`src/rtl/alu_seq.sv`:
```
// alu_seq: registered ALU with iterative shifts (one bit per clock) and an
// optional iterative shift-add multiplier on opcode 3'b111.
// Build option: define ALU_SEQ_MUL_EN for the multiplier; otherwise 3'b111 is XOR.
// Results and flags are written only on completion, flagged by a one-cycle DONE.
module alu_seq #(
    parameter int WIDTH = 8
) (
    input  logic             clk,
    input  logic             reset,
    input  logic             START,
    input  logic [2:0]       OP,
    input  logic [WIDTH-1:0] A,
    input  logic [WIDTH-1:0] B,
    output logic             BUSY,
    output logic             DONE,
    output logic [WIDTH-1:0] Y,
    output logic             C,
    output logic             V,
    output logic             N,
    output logic             Z
);

    localparam int SHW = $clog2(WIDTH);
    localparam logic [SHW:0] MUL_LD = (SHW+1)'(WIDTH - 1);

    typedef enum logic {ST_IDLE, ST_RUN} state_e;
    typedef enum logic [2:0] {
        OP_ADD = 3'b000, OP_SUB = 3'b001, OP_SHL = 3'b010, OP_SHR = 3'b011,
        OP_ASR = 3'b100, OP_AND = 3'b101, OP_OR  = 3'b110, OP_MX  = 3'b111
    } op_e;

    state_e           r_state, w_state_nx;
    op_e              r_op, w_in_op, w_s_op;
    logic [WIDTH-1:0] r_work, w_s_work, w_st_work;
    logic [SHW:0]     r_cnt, w_cnt_ld;
    logic [SHW-1:0]   w_k;
    logic [WIDTH:0]   w_add, w_sub;
    logic             w_st_c, w_fin, w_fin_c, w_fin_v, w_launch;
    logic [WIDTH-1:0] w_fin_y;
`ifdef ALU_SEQ_MUL_EN
    logic [WIDTH-1:0] r_hi, r_mcand, w_s_hi, w_s_mcand, w_st_hi;
    logic [WIDTH:0]   w_sum;
`endif

    assign w_in_op = op_e'(OP);
    assign w_k     = B[SHW-1:0];
    assign w_add   = {1'b0, A} + {1'b0, B};
    assign w_sub   = {1'b0, A} + {1'b0, ~B} + {{WIDTH{1'b0}}, 1'b1};
    assign BUSY    = (r_state == ST_RUN);

    // The first iteration runs on the live inputs during the accept edge, so
    // an op of latency L needs only L-1 clocks in RUN.
    assign w_s_op   = (r_state == ST_IDLE) ? w_in_op : r_op;
    assign w_s_work = (r_state == ST_IDLE) ? ((w_in_op == OP_MX) ? B : A) : r_work;
`ifdef ALU_SEQ_MUL_EN
    assign w_s_hi    = (r_state == ST_IDLE) ? '0 : r_hi;
    assign w_s_mcand = (r_state == ST_IDLE) ? A  : r_mcand;
`endif

    // One iteration: a single-bit shift, or one partial product of {hi,lo}.
    always_comb begin
        w_st_work = w_s_work;
        w_st_c    = 1'b0;
`ifdef ALU_SEQ_MUL_EN
        w_st_hi = w_s_hi;
        w_sum   = {1'b0, w_s_hi} + (w_s_work[0] ? {1'b0, w_s_mcand} : '0);
`endif
        case (w_s_op)
            OP_SHL: begin
                w_st_work = {w_s_work[WIDTH-2:0], 1'b0};
                w_st_c    = w_s_work[WIDTH-1];
            end
            OP_SHR: begin
                w_st_work = {1'b0, w_s_work[WIDTH-1:1]};
                w_st_c    = w_s_work[0];
            end
            OP_ASR: begin
                w_st_work = {w_s_work[WIDTH-1], w_s_work[WIDTH-1:1]};
                w_st_c    = w_s_work[0];
            end
`ifdef ALU_SEQ_MUL_EN
            OP_MX: begin
                w_st_work = {w_sum[0], w_s_work[WIDTH-1:1]};
                w_st_hi   = w_sum[WIDTH:1];
            end
`endif
            default: ;
        endcase
    end

    // Next-state and completion decode.
    always_comb begin
        w_state_nx = r_state;
        w_fin      = 1'b0;
        w_fin_y    = w_st_work;
        w_fin_c    = w_st_c;
        w_fin_v    = 1'b0;
        w_launch   = 1'b0;
        w_cnt_ld   = {1'b0, w_k} - (SHW+1)'(1);
        if (r_state == ST_IDLE) begin
            if (START) begin
                case (w_in_op)
                    OP_ADD: begin
                        w_fin   = 1'b1;
                        w_fin_y = w_add[WIDTH-1:0];
                        w_fin_c = w_add[WIDTH];
                        w_fin_v = (A[WIDTH-1] == B[WIDTH-1]) && (w_add[WIDTH-1] != A[WIDTH-1]);
                    end
                    OP_SUB: begin
                        w_fin   = 1'b1;
                        w_fin_y = w_sub[WIDTH-1:0];
                        w_fin_c = w_sub[WIDTH];
                        w_fin_v = (A[WIDTH-1] != B[WIDTH-1]) && (w_sub[WIDTH-1] != A[WIDTH-1]);
                    end
                    OP_AND: begin
                        w_fin   = 1'b1;
                        w_fin_y = A & B;
                        w_fin_c = 1'b0;
                    end
                    OP_OR: begin
                        w_fin   = 1'b1;
                        w_fin_y = A | B;
                        w_fin_c = 1'b0;
                    end
                    OP_SHL, OP_SHR, OP_ASR: begin
                        if (w_k == '0) begin
                            w_fin   = 1'b1;
                            w_fin_y = A;
                            w_fin_c = 1'b0;
                        end else if (w_k == SHW'(1)) begin
                            w_fin = 1'b1;
                        end else begin
                            w_launch   = 1'b1;
                            w_state_nx = ST_RUN;
                        end
                    end
                    default: begin
`ifdef ALU_SEQ_MUL_EN
                        w_launch   = 1'b1;
                        w_state_nx = ST_RUN;
                        w_cnt_ld   = MUL_LD;
`else
                        w_fin   = 1'b1;
                        w_fin_y = A ^ B;
                        w_fin_c = 1'b0;
`endif
                    end
                endcase
            end
        end else if (r_cnt == (SHW+1)'(1)) begin
            w_fin      = 1'b1;
            w_state_nx = ST_IDLE;
`ifdef ALU_SEQ_MUL_EN
            if (r_op == OP_MX) begin
                w_fin_c = |w_st_hi;
                w_fin_v = |w_st_hi;
            end
`endif
        end
    end

    // State register.
    always_ff @(posedge clk) begin
        if (reset) r_state <= ST_IDLE;
        else       r_state <= w_state_nx;
    end

    // Result/flag registers and iteration working registers.
    always_ff @(posedge clk) begin
        if (reset) begin
            DONE   <= 1'b0;
            Y      <= '0;
            C      <= 1'b0;
            V      <= 1'b0;
            N      <= 1'b0;
            Z      <= 1'b0;
            r_op   <= OP_ADD;
            r_work <= '0;
            r_cnt  <= '0;
`ifdef ALU_SEQ_MUL_EN
            r_hi    <= '0;
            r_mcand <= '0;
`endif
        end else begin
            DONE <= w_fin;
            if (w_fin) begin
                Y <= w_fin_y;
                C <= w_fin_c;
                V <= w_fin_v;
                N <= w_fin_y[WIDTH-1];
                Z <= (w_fin_y == '0);
            end
            if (w_launch || BUSY) begin
                r_work <= w_st_work;
                r_cnt  <= w_launch ? w_cnt_ld : r_cnt - (SHW+1)'(1);
`ifdef ALU_SEQ_MUL_EN
                r_hi <= w_st_hi;
`endif
            end
            if (w_launch) begin
                r_op <= w_in_op;
`ifdef ALU_SEQ_MUL_EN
                r_mcand <= A;
`endif
            end
        end
    end

endmodule

```
`config.mk`:
```
export PLATFORM = sky130hd
export DESIGN_NAME = alu_seq
export DESIGN_NICKNAME = d
export VERILOG_FILES = /design/src/rtl/alu_seq.sv
export SDC_FILE = /design/constraint.sdc
export NUM_CORES = 1
export LEC_CHECK = 0
export ABC_AREA = 1
export CORE_ASPECT_RATIO = 0.8
export CORE_MARGIN = 3
export CORE_UTILIZATION = 52
export DETAILED_ROUTE_END_ITERATION = 10
export PLACE_DENSITY = 0.75
export SLEW_MARGIN = 5
export SYNTH_ARGS = -nofsm -noshare
export SYNTH_HDL_FRONTEND = slang
export SYNTH_SLANG_ARGS = --single-unit
export TNS_END_PERCENT = 10
```
`constraint.sdc`:
```
create_clock -name clk -period 2.35 [get_ports clk]
set_input_delay 0.3525 -clock clk [delete_from_list [all_inputs] [get_ports clk]]
set_output_delay 0.3525 -clock clk [all_outputs]
set_load 0.05 [all_outputs]
```
Word level (Yosys, flattened, before mapping). Cells that the tools add are included.

Reductions and logical operators: 8. Equal/unequal tests: 16. Bitwise gates (word level): 4. Multiplexer cells: 30. Add/subtract/negate cells: 5.

Operators by type and width (number): $mux 8 (5); $pmux 8 s5 (1); $pmux 8 s3 (1); $add 8x8->9 (2); $mux 1 (18); $eq 3x3->1 const B (5); $eq 3x2->1 const B (4); $add 9x1->9 const B (1); $and 8x8->8 (1); $logic_not 8->1 (1); $not 8->8 (1); $or 8x8->8 (1); $xor 8x8->8 (1); $eq 3x1->1 const B (2); $logic_not 3->1 (2); $eq 4x1->1 const B (1); $mux 4 (1); $pmux 1 s2 (2); $sub 3x1->4 const B (1); $sub 4x1->4 const B (1); $mux 3 (1); $ne 1x1->1 (3); $pmux 1 s3 (1); $reduce_or 3->1 (1); 4 further kinds (5).

Logic and storage cells: 73. Flip-flop bits (word level): 29. Input port bits: 22.

Longest topological paths before layout.
Depth in word-level cells: 9. Gate-level depth with buffers: 18.

Worst setup path before layout. Ideal clock, no wire load.

Path type: input-to-reg. From: input A[0]. To: register Z. Setup time: 0.070 ns. Data arrival time: 2.008 ns. Path buffers: 0. Required time: 2.280 ns. Setup slack: 0.273 ns. Stages on the path: 13. Cells stage by stage: inv_1 -> ha_1 -> inv_1 -> fa_1 -> or2_2 -> nand3_1 -> o2111a_1 -> nand2_1 -> nand2_1 -> nand3_1 -> nor2_1 -> nand4_1 -> a21oi_1.

Longest elaborated chain between the ends: 8. Elaborated cells on any way between the ends: 14. Those cells by class: 3 x add/sub; 7 x mux; 3 x bitwise; 1 x reduce/logical.

Ends and longest elaborated chain: start, declared (RTL line 12) `input logic [WIDTH-1:0] A,`; parallel branches: the longest is 6 deep, another holds $add 8x8->9; $mux 8 * (RTL line 100) `if (r_state == ST_IDLE) begin`; $logic_not 8->1 * (RTL line 191) `Z <= (w_fin_y == '0);`; end signal, assigned (RTL line 191); end, declared (RTL line 20) `output logic Z`.

Mark *: on every way between the ends. A chain may end at the register's enable or synchronous reset.

Worst setup path after layout.
From: input OP[1]. To: register Z.

Longest elaborated chain between the ends: 9. Elaborated cells on any way between the ends: 24. Those cells by class: 10 x eq/ne; 11 x mux; 3 x reduce/logical.

Ends and longest elaborated chain: start, declared (RTL line 11) `input logic [2:0] OP,`; $eq 3x3->1 (RTL line 54) `assign w_s_work = (r_state == ST_IDLE) ? ((w_in_op == OP_MX) ? B : A) : r_work;`; $mux 8 (2 in series) (RTL line 54); $pmux 8 s3 (RTL line 68) `case (w_s_op)`; $mux 8 (RTL line 126) `if (w_k == '0) begin`; $pmux 8 s5 (RTL line 102) `case (w_in_op)`; $mux 8 (RTL line 101) `if (START) begin`; $mux 8 (RTL line 100); $logic_not 8->1 (RTL line 191).

Several ways; a longest one is shown, not always the timed one.

==> flow_summary.toml <==
[detailed_routing]
drt_wl_total_um = 12000
drc_errors = 0
drtIter0Drc = 421
ant_nets = 0
wire_per_inst_um = 16.2
drt_first_pass_iters = 5
via_per_inst = 5.67
num_vias = 4203

[timing]
period_needed_ns = 2.36
max_freq_mhz = 423
period_share = 1.01
holdWs_ns = 0.493
worstMarginPinSlew_ns = 0.586
skew_ns = 0.0112
rsz0062_at_grt = "yes"
setup_ws_ns = -0.0146
slew_viol_final = 0
relSlewSlack = 0.609
timing.final.hold_violations = 0
setup_viol = 1

[outcome]
violations = "setup timing"
status = "finished, violations left"

[critical_path]
end_kind = "register"
critPathKind = "input pin to register"
crit_required_ns = 2.57
cp-start-kind = "input pin"
crit_arrival_ns = 2.59
worst-path-max-fanout = 7

[power]
cellPowerDensity_nw_per_um2 = 454
p_leak_nw = 2.39
vdd_drop_max_mv = 0.416

[synth]
synth_warnings = 0
synth_edf_count = 0
ys_top_cells_by_count = "nand2_1 (140), inv_1 (58), nand3_1 (57)"
synth_seq_area_share = 0.178
async_flop_share = 0
ys_top_cells_by_area = "dfxtp_1 (18%), nand2_1 (17%), ha_1 (11%)"
yosys.area.top_type = "dfxtp_1"
yosysMostFrequentCell = "nand2_1"
synthFlopType = "dfxtp_1"
synth_seq_cells = 28
avgSynthCellArea_um2 = 6.10
synthDominantCellAreaShare = 0.178
yosysUniqueCellTypes = 42
syn_inst = 517
synth_nets = 570
syn-cell-area_um2 = 3160

[global_routing]
grt_pass1_wl_um = 18700
antenna_found_initial = 0
grt.overflow.total = 0
grtUsageTotal = 0.337
grt_max_degree = 23
grt_pass1_vias = 3942

[cells_and_area]
fin_area_um2 = 4720
utilization = 0.836
nets = 717
multi_input_area_um2 = 2440
fillers = 410
seq_area_um2 = 562
areaGrowthSynthToFinish_pct = 49.5
layout-drive-gt1-share = 0.305
antenna_cells = 0

[clock_network]
htree_num_levels = 1
clock_latency_ns = 0.29
clockBufferDepth = 2
cts.clk_slew.worst_paths_ns = 0.11
cts_sinks = 28
root_buffer = "clkbuf_8"
numCtsBuffers = 3
cts_tree = "done"

[placed_design]
port_buffers = 35
dpl_cell_area_um2 = 4360
place_hpwl_um = 9270
gpl.final_weighted_congestion = 0.994

[floorplanning]
die_width_um = 93.1
core_um2 = 5650
die-height_um = 75.7
placementRows = 24
initial_core_util = 0.559
dieArea_um2 = 7040
io_pins = 36

[worst_hold_path]
hold_path_class = "register to register"

[job]
maxCapViolCount = 0
==> layer usage <==
metal	wire length, µm	GRT usage
met4	180	0.0764
met2	5570	0.571
met5	0	0
met3	987	0.0553
met1	5280	0.456
==> through the flow <==
step	TNS [ns]	total power [mW]	setup WS [ns]	std cells
after floorplan	0	1.15	0.273	517
after global placement	-3.46	1.60	-0.435	728
after detailed placement	-4.20	1.62	-0.509	728
after CTS	0	2.05	0.00279	736
after global routing	-0.128	2.26	-0.0756	741
final	-0.0146	2.14	-0.0146	741
==> placed cells by master (no fill, tap or decap), types with 3 or more instances in the layout <==
cell	n
nand2_4	3
dfxtp_1	27
a21oi_1	37
dlymetal6s2s_1	6
nor2_1	35
ha_4	6
buf_4	119
a31oi_1	7
a21oi_2	6
clkdlybuf4s50_1	22
o21ai_0	31
dlygate4sd2_1	7
nand4_1	8
nand2_2	12
inv_1	45
xor2_1	3
o21ai_1	4
inv_2	18
clkbuf_8	3
nand3_2	5
o211ai_1	4
ha_1	22
nand3_1	54
nor2_2	8
nand2_1	132
==> area by class of cell <==
type,instances,area share
clock inverter,1,0.00636
tap,78,0.0207
multi-input combinational,410,0.518
sequential,28,0.119
clock buffer,3,0.00875
inverter,64,0.0514
timing repair buffer,157,0.276
==> what timing repair did <==
item,4_1_cts,5_1_grt
setup endpoints to repair,6,13
gates resized for setup,30,45
buffers inserted,4,5
hold buffers,0,0
pin swaps,9,29
==> flip-flops by register name, summed over array words and instances (netlist names) <==
name / flops
Y: 8
r_work: 8
r_cnt: 4
r_op: 3
BUSY: 1
C: 1
DONE: 1
V: 1
Z: 1
==> kinds of logic (layout without fill, tap and decap cells) <==
logic type / Yosys count / after routing / synth area share
xor gates and xnor gates: 3 / 3 / 0.00833
AOI/OAI and AO/OA: 105 / 105 / 0.188
DFF: 28 / 28 / 0.178
buffers and inverters: 79 / 225 / 0.114
and+or+nand+nor: 271 / 271 / 0.384
adders and majority gates: 31 / 31 / 0.128
==> power breakdown <==
| part | switching [mW] | leakage, nW | internal [mW] | total [mW] |
|---|---|---|---|---|
| clock | 0.162 | 0.0357 | 0.229 | 0.390 |
| combinational | 0.670 | 2.12 | 0.526 | 1.20 |
| sequential | 0.0339 | 0.231 | 0.524 | 0.558 |
==> path summary, 6_finish.rpt <==
check                    endpoint  cells after the start            startpoint  slack, ns
min reg2reg  r_op[2]$_SDFFE_PP0P_                      2  r_op[2]$_SDFFE_PP0P_       0.49
max                Z$_SDFFE_PP0P_                     14                 OP[1]      -0.01
max reg2reg        Z$_SDFFE_PP0P_                     12       BUSY$_SDFF_PP0_       0.11
min          r_op[2]$_SDFFE_PP0P_                      2  r_op[2]$_SDFFE_PP0P_       0.49
==> worst max-delay path, cell delays in order <==
cell and delay, ns:
clkdlybuf4s50_1 0.48, buf_6 0.15, nand3_2 0.13, nand2_1 0.12, nand3_1 0.13, and2_1 0.19
nand2_1 0.08, and2_1 0.16, nand2_1 0.06, nand2_1 0.15, nand3_1 0.11, nor2_2 0.12
nand4_1 0.15, a21oi_2 0.19
Note: power is estimated with default switching activity, not from simulation.
